$ cat src/rtl/bus_arbiter.sv
// Bus arbiter: shares the system bus between the fetch and data ports of the core,
// decodes the granted address onto one-hot slave selects and terminates unmapped
// or stalled accesses locally with an error response.

package configure;
    // Region bounds: base inclusive, top exclusive.
    localparam logic [31:0] rom_base_addr   = 32'h0000_0000;
    localparam logic [31:0] rom_top_addr    = 32'h0000_0080;
    localparam logic [31:0] uart_base_addr  = 32'h0100_0000;
    localparam logic [31:0] uart_top_addr   = 32'h0100_1000;
    localparam logic [31:0] clint_base_addr = 32'h0200_0000;
    localparam logic [31:0] clint_top_addr  = 32'h0200_C000;
    localparam logic [31:0] tim0_base_addr  = 32'h1000_0000;
    localparam logic [31:0] tim0_top_addr   = 32'h1000_0010;
    localparam logic [31:0] tim1_base_addr  = 32'h1000_1000;
    localparam logic [31:0] tim1_top_addr   = 32'h1000_1010;
    localparam logic [31:0] ram_base_addr   = 32'h8000_0000;
    localparam logic [31:0] ram_top_addr    = 32'h9000_0000;
endpackage

module bus_arbiter #(
    parameter int timeout_cycles = 256
) (
    input  logic        clock,
    input  logic        reset,
    input  logic        imem_valid,
    input  logic [31:0] imem_addr,
    output logic        imem_ready,
    output logic [31:0] imem_rdata,
    output logic        imem_error,
    input  logic        dmem_valid,
    input  logic [31:0] dmem_addr,
    input  logic [31:0] dmem_wdata,
    input  logic [3:0]  dmem_wstrb,
    output logic        dmem_ready,
    output logic [31:0] dmem_rdata,
    output logic        dmem_error,
    output logic        slv_valid,
    output logic [5:0]  slv_sel,
    output logic        slv_instr,
    output logic [31:0] slv_addr,
    output logic [31:0] slv_wdata,
    output logic [3:0]  slv_wstrb,
    input  logic [31:0] slv_rdata,
    input  logic        slv_ready
);

    localparam int              cnt_w    = $clog2(timeout_cycles);
    localparam logic [cnt_w-1:0] cnt_last = cnt_w'(timeout_cycles - 1);

    typedef enum logic [1:0] {IDLE, BUSY, ERR} state_t;

    state_t           state, next_state;
    logic             last_grant_instr;
    logic             win_instr;
    logic [31:0]      win_addr;
    logic [5:0]       win_sel;
    logic             grant;
    logic             done;
    logic             error;
    logic [31:0]      resp_rdata;
    logic [cnt_w-1:0] timeout_count;

    // Single unsigned compare: (addr - base) wraps for addr < base, so one test covers both bounds.
    function automatic logic in_region(input logic [31:0] addr, input logic [31:0] base,
                                       input logic [31:0] top);
        return (addr - base) < (top - base);
    endfunction

    function automatic logic [5:0] decode(input logic [31:0] addr);
        return {in_region(addr, configure::ram_base_addr,   configure::ram_top_addr),
                in_region(addr, configure::tim1_base_addr,  configure::tim1_top_addr),
                in_region(addr, configure::tim0_base_addr,  configure::tim0_top_addr),
                in_region(addr, configure::clint_base_addr, configure::clint_top_addr),
                in_region(addr, configure::uart_base_addr,  configure::uart_top_addr),
                in_region(addr, configure::rom_base_addr,   configure::rom_top_addr)};
    endfunction

    // Next-state logic: round-robin grant in IDLE, completion or timeout in BUSY.
    always_comb begin
        // NOTE: every signal written here gets a default first, so no path leaves one
        // unassigned and no latch is inferred.
        next_state = state;
        grant      = 1'b0;
        done       = 1'b0;
        error      = 1'b0;
        win_instr  = imem_valid && (!dmem_valid || !last_grant_instr);
        win_addr   = win_instr ? imem_addr : dmem_addr;
        win_sel    = decode(win_addr);
        case (state)
            IDLE: begin
                if (imem_valid || dmem_valid) begin
                    grant      = 1'b1;
                    next_state = (win_sel != '0) ? BUSY : ERR;
                end
            end
            BUSY: begin
                if (slv_ready) begin
                    done       = 1'b1;
                    next_state = IDLE;
                end else if (timeout_count == cnt_last) begin
                    done       = 1'b1;
                    error      = 1'b1;
                    next_state = IDLE;
                end
            end
            ERR: begin
                done       = 1'b1;
                error      = 1'b1;
                next_state = IDLE;
            end
            default: next_state = IDLE;
        endcase
    end

    // Steer the response to the granted port only; the other port stays quiet.
    always_comb begin
        resp_rdata = (done && !error) ? slv_rdata : '0;
        imem_ready = done && slv_instr;
        imem_error = error && slv_instr;
        imem_rdata = slv_instr ? resp_rdata : '0;
        dmem_ready = done && !slv_instr;
        dmem_error = error && !slv_instr;
        dmem_rdata = slv_instr ? '0 : resp_rdata;
    end

    // State register.
    always_ff @(posedge clock or negedge reset) begin
        // NOTE: sequential state uses non-blocking assignments so every flop samples
        // pre-edge values regardless of statement order.
        if (!reset) state <= IDLE;
        else        state <= next_state;
    end

    // Capture the winning request on grant; drop the slave select when the access ends.
    always_ff @(posedge clock or negedge reset) begin
        if (!reset) begin
            last_grant_instr <= 1'b0;
            slv_valid        <= 1'b0;
            slv_sel          <= '0;
            slv_instr        <= 1'b0;
            slv_addr         <= '0;
            slv_wdata        <= '0;
            slv_wstrb        <= '0;
        end else if (grant) begin
            last_grant_instr <= win_instr;
            slv_instr        <= win_instr;
            slv_addr         <= win_addr;
            slv_wdata        <= win_instr ? '0 : dmem_wdata;
            slv_wstrb        <= win_instr ? '0 : dmem_wstrb;
            slv_sel          <= win_sel;
            slv_valid        <= (win_sel != '0);
        end else if (done) begin
            slv_valid        <= 1'b0;
            slv_sel          <= '0;
        end
    end

    // Stall counter: cleared on every grant, counts each BUSY cycle.
    always_ff @(posedge clock or negedge reset) begin
        if (!reset)              timeout_count <= '0;
        else if (grant)          timeout_count <= '0;
        else if (state == BUSY)  timeout_count <= timeout_count + 1'b1;
    end

    // Requests cannot be withdrawn while they are being served.
    a_request_held: assert property (@(posedge clock) disable iff (!reset)
        (state != IDLE) |-> (slv_instr ? imem_valid : dmem_valid));

endmodule

$ cat config.mk
export PLATFORM = sky130hd
export DESIGN_NAME = bus_arbiter
export DESIGN_NICKNAME = d
export VERILOG_FILES = /design/src/rtl/bus_arbiter.sv
export SDC_FILE = /design/constraint.sdc
export NUM_CORES = 1
export LEC_CHECK = 0
export BUFFER_PORTS_ARGS = -buffer_cell sky130_fd_sc_hd__clkbuf_2
export CORE_AREA = 2 2 109 111
export DETAILED_ROUTE_END_ITERATION = 8
export DIE_AREA = 0 0 111 113
export GPL_ROUTABILITY_DRIVEN = 0
export PLACE_DENSITY = 0.88
export SYNTH_ARGS = -nofsm -noshare
export SYNTH_HDL_FRONTEND = slang
export SYNTH_SLANG_ARGS = --single-unit
$ cat constraint.sdc
create_clock -name clock -period 3.77 [get_ports clock]
set_input_delay 0.754 -clock clock [delete_from_list [all_inputs] [get_ports clock]]
set_output_delay 0.754 -clock clock [all_outputs]
set_load 0.02 [all_outputs]
* Yosys cells after proc, flatten, opt, wreduce, memory -nomap -nowiden
Cells that the tools add are included.
Word-level totals: flip-flop bits (word level) 86, output and inout bits 144, word-level logic and storage cells 65
Operators by class: add/subtract/negate cells 6, order comparisons 6, equal/unequal tests 5, mux-type cells 24, reductions and logical operators 16
Operators by type and width (count):
- 2-to-1 mux 32 bit | 5
- less-than comparator 32 x 5 -> 1 bit, second input constant | 2
- subtractor 32 x 29 -> 32 bit, second input constant | 2
- less-than comparator 32 x 13 -> 1 bit, second input constant | 1
- less-than comparator 32 x 16 -> 1 bit, second input constant | 1
- less-than comparator 32 x 29 -> 1 bit, second input constant | 1
- less-than comparator 32 x 8 -> 1 bit, second input constant | 1
- subtractor 32 x 25 -> 32 bit, second input constant | 1
- subtractor 32 x 26 -> 32 bit, second input constant | 1
- subtractor 32 bit, second input constant | 1
- 2-to-1 mux 8 bit | 2
- 2-to-1 mux 6 bit | 2
- adder 8 x 1 -> 8 bit, second input constant | 1
- == test 8 bit, second input constant | 1
- 2-to-1 mux 2 bit | 4
- 2-to-1 mux 1 bit | 7
- logical AND 1 bit | 6
- nonzero test 6 bit | 1
- 2-to-1 mux 4 bit | 1
- one-hot mux 1 bit (2 select lines) | 2
- one-hot mux 2 bit (2 select lines) | 1
- nonzero test 2 bit | 2
- logical NOT 1 bit | 3
- != test 3 bit, second input constant | 1
- 6 further kinds | 7

* Longest topological paths before layout
word-level depth 10, depth in mapped cells 11

* Least setup slack after synthesis
Ideal clock, no wire load.
path kind in2reg, start point in imem_valid, end point reg state[1], arrival 2567 ps, data required time 3649 ps, path slack 1082 ps, stages on the path 10, path buffers 2, cell sequence a21bo_1 > buf_6 > buf_8 > mux2i_2 > ha_1 > nor2_1 > nor4_1 > o2111a_1 > a31oi_2 > a22o_1
Between the ends: cells in the longest elaborated chain, start to end 8
Ends and longest elaborated chain:
- from (decl) | RTL line 26 | input logic imem_valid,
- logical AND 1 bit | RTL line 87 | win_instr = imem_valid && (!dmem_valid || !last_grant_instr);
- 2-to-1 mux 32 bit | RTL line 88 | win_addr = win_instr ? imem_addr : dmem_addr;
- subtractor 32 x 25 -> 32 bit, or another cell as far along | RTL line 67 | return (addr - base) < (top - base);
- less-than comparator 32 x 13 -> 1 bit, or another cell as far along | RTL line 67
- nonzero test 6 bit | RTL line 94 | next_state = (win_sel != '0) ? BUSY : ERR;
- 2-to-1 mux 2 bit | RTL line 94
- 2-to-1 mux 2 bit | RTL line 92 | if (imem_valid || dmem_valid) begin
- one-hot mux 2 bit (2 select lines) | RTL line 90 | case (state)
- to (signal assigned) | RTL line 132 | else state <= next_state;
- to (decl) | RTL line 53 | state_t state, next_state;
Several ways; a longest one is shown, not always the timed one. The select of a mux whose other input is x is not followed. A chain may end at the register's enable or synchronous reset.

* Worst setup path after layout
Ends and elaborated chain as after synthesis.

==> metrics <==
Clock H-tree levels=3; Total Routed Length=16,000 microns; first-iteration detailed-routing DRC count=337; per-cell via count in the routed design=5.35; die area=12,500 sq um; TritonCTS clock tree=done; remaining antenna violation count=0; number of synthesized flops with an enable pin=0; Synth Area per Inst=9.29 sq um; Chip Height=113 microns; Fmax=0.330 GHz; post-synthesis instance area=4710 sq um; first-pass GRT wire length=24,800 microns; register bit total from synthesis=86; Setup Buffers After CTS=0; routed length per instance=17.3 microns; clock tree skew after final layout=0.00526 ns; Post-Syn Instances=507; Starting Density=0.418; biggest area consumer among synthesized cells=sky130_fd_sc_hd__dfrtp_1; Area Overhead vs Synth=39.7%; worst min-delay path class=reg2reg; vias in the first global route=4,735; largest net degree at the start of global routing=87; Fin Hold WS=0.484 ns; sinks on the clock net=86; number of nets in the synthesized netlist=649; leakage power summed over all cells=3.47 nW; PwrDens=654 nW/um^2; peak supply drop=0.429 mV; initial antenna violation count=3; number of buffer cells added on primary ports=280; required time reported for the critical path endpoint=3.99 ns; overall power after layout=4.31 mW; DIE WIDTH=111 microns; Root Buffer Master=sky130_fd_sc_hd__clkbuf_16; count of instances resized after the clock tree is built=0; Critical Path AT=3.25 ns; post-synthesis sequential area ratio=0.457; Max Slew Vio Count=0; drc violations=0; final hold violation count=0; time the final worst path needs with I/O delays and setup=3.03 ns; Tcrit/Tclk final=0.804; fraction of layout instances using a drive strength above 1=0.416; kind of start point of the critical path=input pin; Final setup viols=0; yosys warns=0; layout net count=915; register clock-pin slew on the reported worst setup and hold paths=0.06 ns; run status=finished, final reports clean; type of destination of the critical path=flip-flop; async set-reset flop share out of synthesis=1.00; total via count after detailed routing=4,954; total congestion overflow after global routing=0; MaxCap Viol Count=0; Initial DRT Pass Iterations=5; Final TNS setup=0 ns; number of clock buffers inserted by TritonCTS=9; gr usage total=0.252; largest driver fanout on the critical path=38; I/O Pins=281; setup repair after global routing missed its margin=false; Max clock buf depth=2; Rows=39; slew margin rel.=0.292; later-pin clock latency in the skew report=0.34 ns; CTS Hold Buffers Added=0; commonest register cell after synthesis=sky130_fd_sc_hd__dfrtp_1; share of the synthesized area in the top cell type=0.457; Unique masters post-synth=58; startpoint-to-endpoint class of the critical path=in2reg; slew at the pin closest to its max-slew limit=1.06 ns; top area cells in the synthesized netlist=sky130_fd_sc_hd__dfrtp_1, sky130_fd_sc_hd__and2_1, sky130_fd_sc_hd__a22o_1; CORE AREA=11,300 sq um; detailed-placement wirelength estimate=12,900 microns
-- per-stage QoR --
stage / instance area [sq um] / setup slack, ns / instances / utilization
after floorplan: 4710 / 1.08 / 507 / -
after global placement: 6230 / 0.551 / 905 / 0.553
after detailed placement: 6230 / 0.455 / 905 / 0.553
after CTS: 6570 / 0.747 / 921 / 0.583
after global routing: 6570 / 0.519 / 924 / 0.583
final: 6580 / 0.739 / 926 / 0.584
-- critical path: stages --
cell,delay (ns)
sky130_fd_sc_hd__clkbuf_2,0.13
sky130_fd_sc_hd__a21bo_1,0.43
sky130_fd_sc_hd__buf_4,0.48
sky130_fd_sc_hd__mux2i_1,0.46
sky130_fd_sc_hd__o32ai_1,0.14
sky130_fd_sc_hd__nor4b_1,0.38
sky130_fd_sc_hd__or3_1,0.18
sky130_fd_sc_hd__a31oi_2,0.06
sky130_fd_sc_hd__a22o_1,0.22
-- report_power, final --
group	internal, mW	total (mW)	switching (mW)	leakage [nW]
registers	1.28	1.52	0.232	1.07
logic	0.635	1.82	1.18	2.24
clock network	0.604	0.973	0.368	0.165
-- synthesized netlist by cell type (9+ instances only) --
| library cell | instances |
|---|---|
| sky130_fd_sc_hd__nor3_1 | 16 |
| sky130_fd_sc_hd__mux2i_1 | 10 |
| sky130_fd_sc_hd__o21ai_0 | 15 |
| sky130_fd_sc_hd__and2_1 | 65 |
| sky130_fd_sc_hd__dfrtp_1 | 86 |
| sky130_fd_sc_hd__a22o_1 | 37 |
| sky130_fd_sc_hd__a31oi_1 | 26 |
| sky130_fd_sc_hd__nor2_1 | 48 |
| sky130_fd_sc_hd__clkbuf_1 | 22 |
| sky130_fd_sc_hd__nand2_1 | 70 |
| sky130_fd_sc_hd__or3_1 | 9 |
-- layer usage --
layer | GRT usage | up-vias | wire length, microns
met5 | 0 | - | 0
met3 | 0.0648 | 34 | 1510
met2 | 0.443 | 292 | 8100
met1 | 0.284 | 2293 | 5770
met4 | 0.128 | 0 | 625
li1 | - | 2335 | -
-- path summary, 6_finish.rpt --
kind                                       start            end  slack [ns]  depth (start not counted)
worst min-delay path                slv_addr[24]   slv_addr[24]        0.48                          2
worst max-delay path                  imem_valid       state[1]        0.74                          9
min in group asynchronous                  reset  slv_wdata[30]        0.58                          1
worst max register to register  last_grant_instr       state[1]        0.76                          8
max in group asynchronous                  reset  slv_wdata[18]        2.46                          1
worst min register to register      slv_addr[24]   slv_addr[24]        0.48                          2
-- cells in the final DEF (no fill, tap or decap), types with 3 or more instances in the layout --
cell type,n
sky130_fd_sc_hd__o2bb2ai_1,4
sky130_fd_sc_hd__a22o_1,37
sky130_fd_sc_hd__xnor2_1,4
sky130_fd_sc_hd__a31oi_1,26
sky130_fd_sc_hd__a21oi_1,4
sky130_fd_sc_hd__diode_2,5
sky130_fd_sc_hd__or4_1,4
sky130_fd_sc_hd__nor3_1,14
sky130_fd_sc_hd__clkbuf_16,9
sky130_fd_sc_hd__xor2_1,5
sky130_fd_sc_hd__nand3_1,7
sky130_fd_sc_hd__or3_1,9
sky130_fd_sc_hd__ha_1,5
sky130_fd_sc_hd__and2_1,65
sky130_fd_sc_hd__inv_1,5
sky130_fd_sc_hd__nor2_1,47
sky130_fd_sc_hd__nand4_1,3
sky130_fd_sc_hd__nand2_1,70
sky130_fd_sc_hd__nor4_1,7
sky130_fd_sc_hd__buf_4,9
sky130_fd_sc_hd__mux2i_1,10
sky130_fd_sc_hd__nor3_2,3
sky130_fd_sc_hd__nor4b_1,3
sky130_fd_sc_hd__dfrtp_1,86
sky130_fd_sc_hd__clkbuf_2,279
sky130_fd_sc_hd__o21ai_0,15
-- sequential cells by signal (all words and copies together), names as in the netlist --
register	cells
timeout_count	8
slv_wdata	32
slv_valid	1
slv_sel	6
slv_wstrb	4
last_grant_instr	1
slv_addr	32
state	2
-- logic make-up (layout without fill, tap and decap cells) --
| kind of cell | count (synthesis) | count (layout) | share of synthesized area |
|---|---|---|---|
| AO/OA/AOI/OAI | 111 | 111 | 0.177 |
| XOR/XNOR | 9 | 9 | 0.0167 |
| adder cells (fa/ha/maj) | 5 | 5 | 0.0133 |
| buffers and inverters | 38 | 309 | 0.0372 |
| flip-flops | 86 | 86 | 0.457 |
| multiplexers | 16 | 16 | 0.0401 |
| other | 0 | 5 | 0 |
| AND/OR/NAND/NOR | 242 | 242 | 0.259 |
-- area by class of cell --
cell class | count | area, sq um
inverters | 5 | 18.8
well taps | 143 | 179
fillers | 1009 | 4690
flip-flops and latches | 86 | 2150
repair buffers | 288 | 1460
clock inverters | 6 | 93.8
multi-input cells | 383 | 2420
clock buffers | 10 | 239
diodes | 5 | 12.5
Power figures use the tool's default switching activity.
